--- config.mk ---
export PLATFORM = sky130hd
export DESIGN_NAME = rat_flags
export DESIGN_NICKNAME = d
export VERILOG_FILES = /design/src/rtl/rat_flags.sv
export SDC_FILE = /design/constraint.sdc
export NUM_CORES = 1
export LEC_CHECK = 0
export BUFFER_PORTS_ARGS = -buffer_cell sky130_fd_sc_hd__buf_2
export CAP_MARGIN = 15
export CORE_AREA = 2 2 39 41
export CTS_CLUSTER_SIZE = 20
export DETAILED_ROUTE_END_ITERATION = 16
export DIE_AREA = 0 0 41 43
export PLACE_DENSITY = 0.58
export SYNTH_ARGS = -nofsm -noshare
export SYNTH_HDL_FRONTEND = slang
export SYNTH_SLANG_ARGS = --single-unit
--- constraint.sdc ---
create_clock -name clk -period 1.1 [get_ports clk]
set_clock_uncertainty 0.2 [all_clocks]
set_input_delay 0.22 -clock clk [delete_from_list [all_inputs] [get_ports clk]]
set_output_delay 0.22 -clock clk [all_outputs]
set_load 0.01 [all_outputs]
--- src/rtl/rat_flags.sv ---
// Carry / zero / interrupt-enable flag register with interrupt-request edge capture.
// Define INTR_SYNC_EN to pass INTR through a 2-flop synchronizer before edge detection.
module rat_flags (
   input  logic clk,
   input  logic RST,
   input  logic C_IN,
   input  logic Z_IN,
   input  logic FLG_C_LD,
   input  logic FLG_C_SET,
   input  logic FLG_C_CLR,
   input  logic FLG_Z_LD,
   input  logic FLG_LD_SEL,
   input  logic SHAD_C_FLG,
   input  logic SHAD_Z_FLG,
   input  logic I_SET,
   input  logic I_CLR,
   input  logic INTR,
   input  logic INT_ACK,
   output logic C_FLG,
   output logic Z_FLG,
   output logic I_FLG,
   output logic INT_PEND
);

`ifdef INTR_SYNC_EN
   localparam int unsigned HIST_DEPTH = 3;
`else
   localparam int unsigned HIST_DEPTH = 1;
`endif

   logic c_flg_q, c_flg_d;
   logic z_flg_q, z_flg_d;
   logic i_flg_q, i_flg_d;
   logic pend_q, pend_d;
   logic int_pend_q, int_pend_d;
   logic intr_prev_q, intr_prev_d;
   logic [HIST_DEPTH-1:0] hist_vld_q, hist_vld_d;
   logic intr_smp;
   logic intr_edge;

`ifdef INTR_SYNC_EN
   logic intr_meta_q, intr_meta_d;
   logic intr_sync_q, intr_sync_d;

   always_comb begin
      intr_meta_d = INTR;
      intr_sync_d = intr_meta_q;
   end

   always_ff @(posedge clk or posedge RST) begin
      if (RST) begin
         intr_meta_q <= 1'b0;
         intr_sync_q <= 1'b0;
      end else begin
         intr_meta_q <= intr_meta_d;
         intr_sync_q <= intr_sync_d;
      end
   end

   assign intr_smp = intr_sync_q;
`else
   assign intr_smp = INTR;
`endif

   // hist_vld marks which stages of the INTR history hold samples taken since reset,
   // so a level already high at reset release never looks like a rising edge.
   always_comb begin
      intr_prev_d = intr_smp;
      hist_vld_d  = (hist_vld_q << 1) | HIST_DEPTH'(1);
      intr_edge   = intr_smp & ~intr_prev_q & hist_vld_q[HIST_DEPTH-1];
   end

   // NOTE: every variable gets a default first, so no path through this block infers a latch.
   always_comb begin
      c_flg_d = c_flg_q;
      if (FLG_C_CLR)
         c_flg_d = 1'b0;
      else if (FLG_C_SET)
         c_flg_d = 1'b1;
      else if (FLG_C_LD)
         c_flg_d = FLG_LD_SEL ? SHAD_C_FLG : C_IN;

      z_flg_d = z_flg_q;
      if (FLG_Z_LD)
         z_flg_d = FLG_LD_SEL ? SHAD_Z_FLG : Z_IN;

      i_flg_d = i_flg_q;
      if (INT_ACK || I_CLR)
         i_flg_d = 1'b0;
      else if (I_SET)
         i_flg_d = 1'b1;

      // Edges seen while interrupts are disabled, or alongside an ack, are dropped.
      pend_d = pend_q;
      if (INT_ACK)
         pend_d = 1'b0;
      else if (intr_edge && i_flg_q)
         pend_d = 1'b1;

      int_pend_d = pend_d & i_flg_d;
   end

   // NOTE: sequential state uses non-blocking assignments only; every flop is reset.
   always_ff @(posedge clk or posedge RST) begin
      if (RST) begin
         c_flg_q     <= 1'b0;
         z_flg_q     <= 1'b0;
         i_flg_q     <= 1'b0;
         pend_q      <= 1'b0;
         int_pend_q  <= 1'b0;
         intr_prev_q <= 1'b0;
         hist_vld_q  <= '0;
      end else begin
         c_flg_q     <= c_flg_d;
         z_flg_q     <= z_flg_d;
         i_flg_q     <= i_flg_d;
         pend_q      <= pend_d;
         int_pend_q  <= int_pend_d;
         intr_prev_q <= intr_prev_d;
         hist_vld_q  <= hist_vld_d;
      end
   end

   assign C_FLG    = c_flg_q;
   assign Z_FLG    = z_flg_q;
   assign I_FLG    = i_flg_q;
   assign INT_PEND = int_pend_q;

endmodule

==> flow_metrics.env, run 1 <==
export IMPL_outcome="complete, but fails checks"
export IMPL_violations="negative hold slack, negative setup slack"
export IMPL_place_congestion=0.665
export IMPL_ant_nets=0
export IMPL_rsz0062_at_grt="true"
export IMPL_wire_per_inst_um=10.1
export IMPL_min_delay_start="FLG_C_CLR"
export IMPL_gr_usage_all_layers=0.0912
export IMPL_ir_drop_v=0.000541
export IMPL_yosysSeqAreaShare=0.614
export IMPL_cp_slowest_cell="dfrtp_2"
export IMPL_ctsHoldBuffers=3
export IMPL_cts_made_buffers=3
export IMPL_die_area_um2=1760
export IMPL_setup_tns_ns=-0.464
export IMPL_max_stage_delay_ns=0.43
export IMPL_final_common_cell="buf_2"
export IMPL_die_h_um=43
export IMPL_grt_max_degree=8
export IMPL_cts_htree_levels=1
export IMPL_power_leakage_nw=0.246
export IMPL_io_pins=19
export IMPL_worstPathMaxFanout=3
export IMPL_portBuffers=18
export IMPL_fin_area_um2=485
export IMPL_r2r_end="INT_PEND"
export IMPL_setup_slack_ns=-0.129
export IMPL_fmax_ghz=0.814
export IMPL_crit_type="register to output pin"
export IMPL_mostFrequentLayoutCells="buf_2, dfrtp_1, inv_1, clkbuf_4, dlygate4sd3_1"
export IMPL_gr_total_overflow=0
export IMPL_drc=0
export IMPL_whs_ns=-0.0821
export IMPL_diodes=0
export IMPL_finalHoldViolCount=4
export IMPL_timing_rr_start="I_FLG"
export IMPL_syn_inst=22
export IMPL_num_vias=266
export IMPL_grt_first_pass_wirelength_um=931
export IMPL_fin_crit_ns=1.23
export IMPL_finalPower_w=0.000596
export IMPL_postRouteWirelength_um=648
export IMPL_worstPathRequired_ns=0.68
export IMPL_drv_slew=0
export IMPL_ff2ff_setup_slack_ns=-0.12
export IMPL_dpl_hpwl_um=477
export IMPL_worstPathArrival_ns=0.81
export IMPL_end_kind="output pin"
export IMPL_cts_tree="done"
export IMPL_num_rows=14
export IMPL_synth_cell_type_count=10
export IMPL_path_buf_inv=1
export IMPL_drive_gt1_frac=0.542
export IMPL_clock_path_buffers=2
export IMPL_ys_warn_count=0
export IMPL_powerDensity_nw_per_um2=1230
export IMPL_r2r_cells=3
export IMPL_cap_violations=0
export IMPL_drtIter0Drc=3
export IMPL_p_sw_w=0.000139
export IMPL_finalNetCount=64
export IMPL_p_seq_frac=0.468
export IMPL_ys_ff_latch=7
export IMPL_synth_area_um2=285
export IMPL_num_fill_cells=137
export IMPL_cp_cell_sequence="buf_6"
export IMPL_clockPowerShare=0.387
export IMPL_antenna_found_initial=0
export IMPL_hp_class="input pin to register"
export IMPL_sw_frac_of_total=0.233
export IMPL_cts_root_buf="clkbuf_4"
export IMPL_cts_sinks=7
export IMPL_pwr_share_comb=0.145
export IMPL_viasPerCell=4.16
export IMPL_initial_core_util=0.206
export IMPL_finalCritPeriodShare=1.12
export IMPL_insertion_delay_ns=0.25
export IMPL_min_to="C_FLG"
export IMPL_syn_avg_cell_area_um2=13.0
export IMPL_startpoint_type="register"
export IMPL_die_w_um=41
export IMPL_crit_family="flip-flops"
export IMPL_finalSetupViolCount=5
export IMPL_drt_first_pass_iters=2
export IMPL_whs_path_depth=2
export IMPL_core_um2=1380
export IMPL_placed_area_um2=399
export IMPL_first_global_vias=240
export IMPL_area_delta_synth_final_pct=70.2
export IMPL_clk_pin_slew_ns=0.05
export IMPL_p_int_w=0.000457
export IMPL_syn_nets=37
## Yosys cell counts
cell type,instances,share of area
nor2_1,2,0.026
nor3_1,2,0.035
inv_1,3,0.039
mux2i_1,2,0.070
conb_1,1,0.013
a2111oi_2,1,0.053
nand4b_4,1,0.083
a21oi_1,2,0.035
a311oi_1,1,0.031
dfrtp_1,7,0.61
## flip-flops by register name, indices dropped and copies added, names as in the netlist
name	count
C_FLG	1
INT_PEND	1
I_FLG	1
Z_FLG	1
hist_vld_q	1
intr_prev_q	1
pend_q	1
## final cells by class
class	instances	area, µm²	share of cell area
Timing Repair Buffer	22	138	0.284
Sequential cell	7	176	0.363
Tap cell	16	20.0	0.0412
Multi-Input combinational cell	12	114	0.235
Clock buffer	4	26.3	0.0541
Inverter	3	11.3	0.0232
## per-stage QoR
stage	hold slack [ns]	instances	worst slack, ns	utilization
4_1_cts	-0.0899	64	-0.126	0.348
5_1_grt	-0.0908	64	-0.182	0.351
3_5_place_dp	-0.0358	56	-0.0418	0.288
3_3_place_gp	-0.0452	56	-0.00757	0.288
2_1_floorplan	-0.177	22	0.00656	-
6_report	-0.0821	64	-0.129	0.351
## routing by layer
metal	wire [µm]	track usage	part of all wire	vias to the layer above
li1	-	-	-	130
met5	0	0	0	-
met1	248	0.0861	0.38	112
met3	101	0.0471	0.16	4
met4	21	0.100	0.032	0
met2	276	0.125	0.43	20
## how the worst max path moves through the flow
stage	from	endpoint	slack [ns]	depth (start not counted)
after floorplan	I_FLG	INT_PEND	0.007	2
final	I_FLG	I_FLG	-0.13	1
after CTS	I_FLG	I_FLG	-0.13	1
after global placement	intr_prev_q	INT_PEND	-0.008	2
after global routing	I_FLG	INT_PEND	-0.18	3
after detailed placement	intr_prev_q	INT_PEND	-0.04	2
## power by group through the flow
stage	combinational, W	sequential (W)	clock (W)
CTS	0.0000870	0.000279	0.000241
detailed placement	0.0000702	0.000284	0
floorplan	0.0000221	0.000287	0
global route	0.0000960	0.000280	0.000257
global placement	0.0000693	0.000283	0
finish	0.0000863	0.000279	0.000231
## kinds of logic (layout without fill, tap and decap cells)
kind of cell	count (synthesis)	in the layout	share of synthesized area
flops	7	7	0.614
simple gates	5	5	0.145
compound gates	4	4	0.118
buf+inv	3	29	0.0395
mux	2	2	0.0702
other cells	1	1	0.0131
## timing repair
item	in CTS	in global routing
setup buffers	1	0
hold endpoints to repair	13	4
setup endpoints to repair	5	5
resized for setup	2	1
Note: power is estimated with default switching activity, not from simulation.
==> run 2: changes to the inputs <==
Settings changed: ABC_AREA set to 1, CAP_MARGIN 15 to 20.
==> flow_metrics.env, run 2 <==
export IMPL_num_vias=298
export IMPL_final_common_cell="buf_2"
export IMPL_cp_cell_sequence="buf_2"
export IMPL_cts_sinks=7
export IMPL_worstPathMaxFanout=3
export IMPL_synth_flop_cell="dfrtp_1"
export IMPL_io_pins=19
export IMPL_ir_drop_v=0.000731
export IMPL_worstPathArrival_ns=0.77
export IMPL_mostFrequentLayoutCells="buf_2, inv_1, dfrtp_1, nand2_1, dlygate4sd3_1"
export IMPL_grt_first_pass_wirelength_um=1030
export IMPL_dpl_hpwl_um=462
export IMPL_drtIter0Drc=0
export IMPL_crit_family="flip-flops"
export IMPL_num_fill_cells=150
export IMPL_gr_total_overflow=0
export IMPL_rsz0062_at_grt="true"
export IMPL_cts_root_buf="clkbuf_4"
export IMPL_first_global_vias=291
export IMPL_outcome="complete, but fails checks"
export IMPL_drv_slew=0
export IMPL_post_synth_top_count_cell="inv_1"
export IMPL_synth_common_cells="inv_1, dfrtp_1, nand2_1"
export IMPL_end_kind="output pin"
export IMPL_cts_htree_levels=1
export IMPL_initial_core_util=0.204
export IMPL_finalNetCount=75
export IMPL_finalCritPeriodShare=1.08
export IMPL_syn_avg_cell_area_um2=8.84
export IMPL_powerDensity_nw_per_um2=1260
export IMPL_ys_warn_count=0
export IMPL_fin_crit_ns=1.19
export IMPL_finalHoldViolCount=1
export IMPL_gr_usage_all_layers=0.0951
export IMPL_syn_inst=32
export IMPL_crit_type="register to output pin"
export IMPL_cts_tree="done"
export IMPL_hp_class="input pin to register"
export IMPL_cap_violations=0
export IMPL_finalSetupViolCount=4
export IMPL_startpoint_type="register"
export IMPL_cts_made_buffers=3
export IMPL_finalPower_w=0.000586
export IMPL_cp_slowest_cell="dfrtp_1"
export IMPL_drc=0
export IMPL_power_leakage_nw=0.273
export IMPL_ant_nets=0
export IMPL_max_stage_delay_ns=0.38
export IMPL_yosysTopAreaCell="dfrtp_1"
export IMPL_drive_gt1_frac=0.373
export IMPL_drt_first_pass_iters=1
export IMPL_yosys_area_top_type_share=0.619
export IMPL_insertion_delay_ns=0.24
export IMPL_clock_path_buffers=2
export IMPL_whs_ns=-0.00160
export IMPL_synth_area_um2=283
export IMPL_syn_nets=47
export IMPL_diodes=0
export IMPL_portBuffers=18
export IMPL_viasPerCell=3.97
export IMPL_grt_max_degree=8
export IMPL_violations="negative hold slack, negative setup slack"
export IMPL_setup_tns_ns=-0.290
export IMPL_ys_async_sr_fraction=1.00
export IMPL_die_w_um=41
export IMPL_yosysSeqAreaShare=0.619
export IMPL_postRouteWirelength_um=619
export IMPL_clk_pin_slew_ns=0.05
export IMPL_synth_edf_count=0
export IMPL_utilization=0.337
export IMPL_die_h_um=43
export IMPL_synthTopCellsByArea="dfrtp_1, inv_1, nand2_1"
export IMPL_place_congestion=0.698
export IMPL_core_um2=1380
export IMPL_num_rows=14
export IMPL_synth_cell_type_count=10
export IMPL_setup_slack_ns=-0.0885
export IMPL_path_buf_inv=1
export IMPL_pre_cts_ws_ns=0.154
export IMPL_die_area_um2=1760
export IMPL_wire_per_inst_um=8.25
export IMPL_fmax_ghz=0.841
export IMPL_antenna_found_initial=0
export IMPL_ys_ff_latch=7
export IMPL_area_delta_synth_final_pct=65.0
export IMPL_worstPathRequired_ns=0.68
run 2: worst paths after layout:
check	slack (ns)	endpoint	depth (start not counted)	from
max in group asynchronous	0.25	C_FLG	3	RST
setup reg to reg	0.14	C_FLG	3	C_FLG
hold reg to reg	0.32	pend_q	2	pend_q
hold / removal	-0.002	I_FLG	3	I_SET
setup / recovery	-0.09	I_FLG	1	I_FLG
min in group asynchronous	0.23	INT_PEND	3	RST
run 2: cells by family after synthesis:
logic type,Yosys count,synth area share
AND/OR/NAND/NOR,12,0.186
buffers and inverters,8,0.106
flip-flops,7,0.619
AO/OA/AOI/OAI,4,0.0752
other,1,0.0133
run 2: stage by stage:
stage	cell area, µm²	std cells
final	467	75
after CTS	467	75
after floorplan	283	32
after detailed placement	393	66
after global routing	467	75
after global placement	393	66
run 2: layer usage:
metal | vias to the layer above | wire length [µm] | track usage
li1 | 150 | - | -
met1 | 140 | 239 | 0.0726
met2 | 8 | 335 | 0.150
met3 | 0 | 45 | 0.0942
met4 | 0 | 0 | 0.0400
met5 | - | 0 | 0
run 2: power breakdown:
part | switching [W] | leakage [nW] | internal (W) | total, W
Combinational | 0.0000373 | 0.170 | 0.0000456 | 0.0000828
Clock | 0.0000887 | 0.0150 | 0.000138 | 0.000227
Sequential | 0.00000520 | 0.0886 | 0.000271 | 0.000276
run 2: area by class of cell:
class | count | area [µm²] | area share
Sequential cell | 7 | 175 | 0.375
Multi-Input combinational cell | 17 | 77.6 | 0.166
Inverter | 8 | 30.0 | 0.0643
Clock buffer | 4 | 26.3 | 0.0563
Tap cell | 16 | 20.0 | 0.0429
Timing Repair Buffer | 23 | 138 | 0.295
run 2: worst reg2reg max path, cell delays in order, from the launching register on:
cell and delay (ns):
dfrtp_1 0.37, buf_4 0.13, nand4_1 0.09, nand2_1 0.06
run 2: repair_timing:
item | 4_1_cts | 5_1_grt
hold endpoints to repair | 10 | 0
hold buffers | 4 | 0
gates resized for setup | 0 | 0
buffers inserted | 1 | 0
setup endpoints to repair | 4 | 5
==> run 3: changes to the inputs <==
Clock period 1.1 ns to 1 ns, I/O delays scaled along.
==> flow_metrics.env, run 3 (synthesis gave the netlist of run 2 again) <==
export IMPL_violations="negative hold slack, negative setup slack"
export IMPL_num_vias=279
export IMPL_outcome="complete, but fails checks"
export IMPL_gr_usage_all_layers=0.0862
export IMPL_cp_cell_sequence="buf_2"
export IMPL_io_pins=19
export IMPL_whs_ns=-0.0403
export IMPL_cts_tree="done"
export IMPL_cts_root_buf="clkbuf_4"
export IMPL_placed_area_um2=393
export IMPL_drive_gt1_frac=0.397
export IMPL_sw_frac_of_total=0.222
export IMPL_cap_violations=0
export IMPL_fin_area_um2=460
export IMPL_clock_path_buffers=2
export IMPL_initial_core_util=0.204
export IMPL_fmax_ghz=0.862
export IMPL_post_place_cells=66
export IMPL_core_um2=1380
export IMPL_grt_first_pass_wirelength_um=966
export IMPL_mostFrequentLayoutCells="buf_2, inv_1, dfrtp_1, nand2_1"
export IMPL_startpoint_type="register"
export IMPL_place_congestion=0.715
export IMPL_gr_total_overflow=0
export IMPL_p_seq_frac=0.476
export IMPL_end_kind="output pin"
export IMPL_p_int_w=0.000496
export IMPL_num_fill_cells=148
export IMPL_dpl_hpwl_um=449
export IMPL_drv_slew=0
export IMPL_crit_family="flip-flops"
export IMPL_max_stage_delay_ns=0.37
export IMPL_regArea_um2=175
export IMPL_die_area_um2=1760
export IMPL_cts_sinks=7
export IMPL_power_leakage_nw=0.270
export IMPL_ir_drop_v=0.000857
export IMPL_p_sw_w=0.000142
export IMPL_first_global_vias=264
export IMPL_finalPower_w=0.000638
export IMPL_die_h_um=43
export IMPL_finalNetCount=74
export IMPL_drt_first_pass_iters=2
export IMPL_powerDensity_nw_per_um2=1390
export IMPL_wl_met3_um=48
export IMPL_finalHoldViolCount=3
export IMPL_antenna_found_initial=0
export IMPL_ant_nets=0
export IMPL_cts_made_buffers=3
export IMPL_die_w_um=41
export IMPL_finalSetupViolCount=4
export IMPL_wl_met1_um=227
export IMPL_clk_pin_slew_ns=0.05
export IMPL_ctsHoldBuffers=3
export IMPL_setup_slack_ns=-0.159
export IMPL_drtIter0Drc=1
export IMPL_wl_met2_um=271
export IMPL_multi_input_area_um2=81.3
export IMPL_cts_htree_levels=1
export IMPL_pre_cts_ws_ns=0.0686
export IMPL_insertion_delay_ns=0.24
export IMPL_finalCritPeriodShare=1.16
export IMPL_worstPathRequired_ns=0.60
export IMPL_cp_slowest_cell="dfrtp_1"
export IMPL_postRouteWirelength_um=553
export IMPL_grt_max_degree=8
export IMPL_drc=0
export IMPL_final_common_cell="buf_2"
export IMPL_viasPerCell=3.77
export IMPL_instances_no_fill=74
export IMPL_top_layer="met4"
export IMPL_num_rows=14
export IMPL_clockPowerShare=0.388
export IMPL_diodes=0
export IMPL_setup_tns_ns=-0.588
export IMPL_pwr_share_comb=0.136
export IMPL_hp_class="input pin to register"
export IMPL_wire_per_inst_um=7.47
export IMPL_rsz0062_at_grt="true"
export IMPL_crit_type="register to output pin"
export IMPL_worstPathMaxFanout=2
export IMPL_path_buf_inv=1
export IMPL_portBuffers=18
export IMPL_area_delta_synth_final_pct=62.8
export IMPL_fin_crit_ns=1.16
export IMPL_worstPathArrival_ns=0.76
## run 3: cell count changes in the layout (fill, tap and decap cells not counted), sizes merged
cell	change
dlygate4sd3	-1
## run 3: cell type report
type,instances,share of cell area
flip-flops and latches,7,0.380
repair buffers,22,0.277
multi-input cells,17,0.177
inverters,8,0.0652
clock buffers,4,0.0571
well taps,16,0.0435
## run 3: path summary, 6_finish.rpt
path | startpoint | end | slack (ns) | cells after the start
min reg2reg | pend_q | pend_q | 0.32 | 2
min | FLG_Z_LD | Z_FLG | -0.04 | 2
max reg2reg | I_FLG | INT_PEND | 0 | 3
min in group asynchronous | RST | INT_PEND | 0.21 | 3
max in group asynchronous | RST | I_FLG | 0.18 | 3
max | C_FLG | C_FLG | -0.16 | 1
## run 3: metal layers
metal	track usage	vias up
met4	0.0400	0
met5	0	-
li1	-	149
met2	0.122	8
met1	0.0831	120
met3	0.0785	2
## run 3: metrics by stage
step / hold slack, ns / util
6_report: -0.0403 / 0.333
5_1_grt: -0.0354 / 0.333
4_1_cts: -0.0478 / 0.333
3_5_place_dp: -0.0620 / 0.284
3_3_place_gp: -0.0546 / 0.284
2_1_floorplan: -0.197 / -
## run 3: timing repair
item,CTS,global route
setup endpoints to repair,4,7
buffers inserted,1,0
pin swaps,2,0
resized for setup,1,0
endpoints found under the hold margin,12,2
cloned,0,0
## run 3: power groups by stage
stage / sequential (W) / combinational, W / clock, W
global placement: 0.000308 / 0.0000735 / 0
global route: 0.000304 / 0.000101 / 0.000278
CTS: 0.000304 / 0.0000883 / 0.000263
finish: 0.000304 / 0.0000865 / 0.000248
detailed placement: 0.000309 / 0.0000746 / 0
floorplan: 0.000314 / 0.0000262 / 0
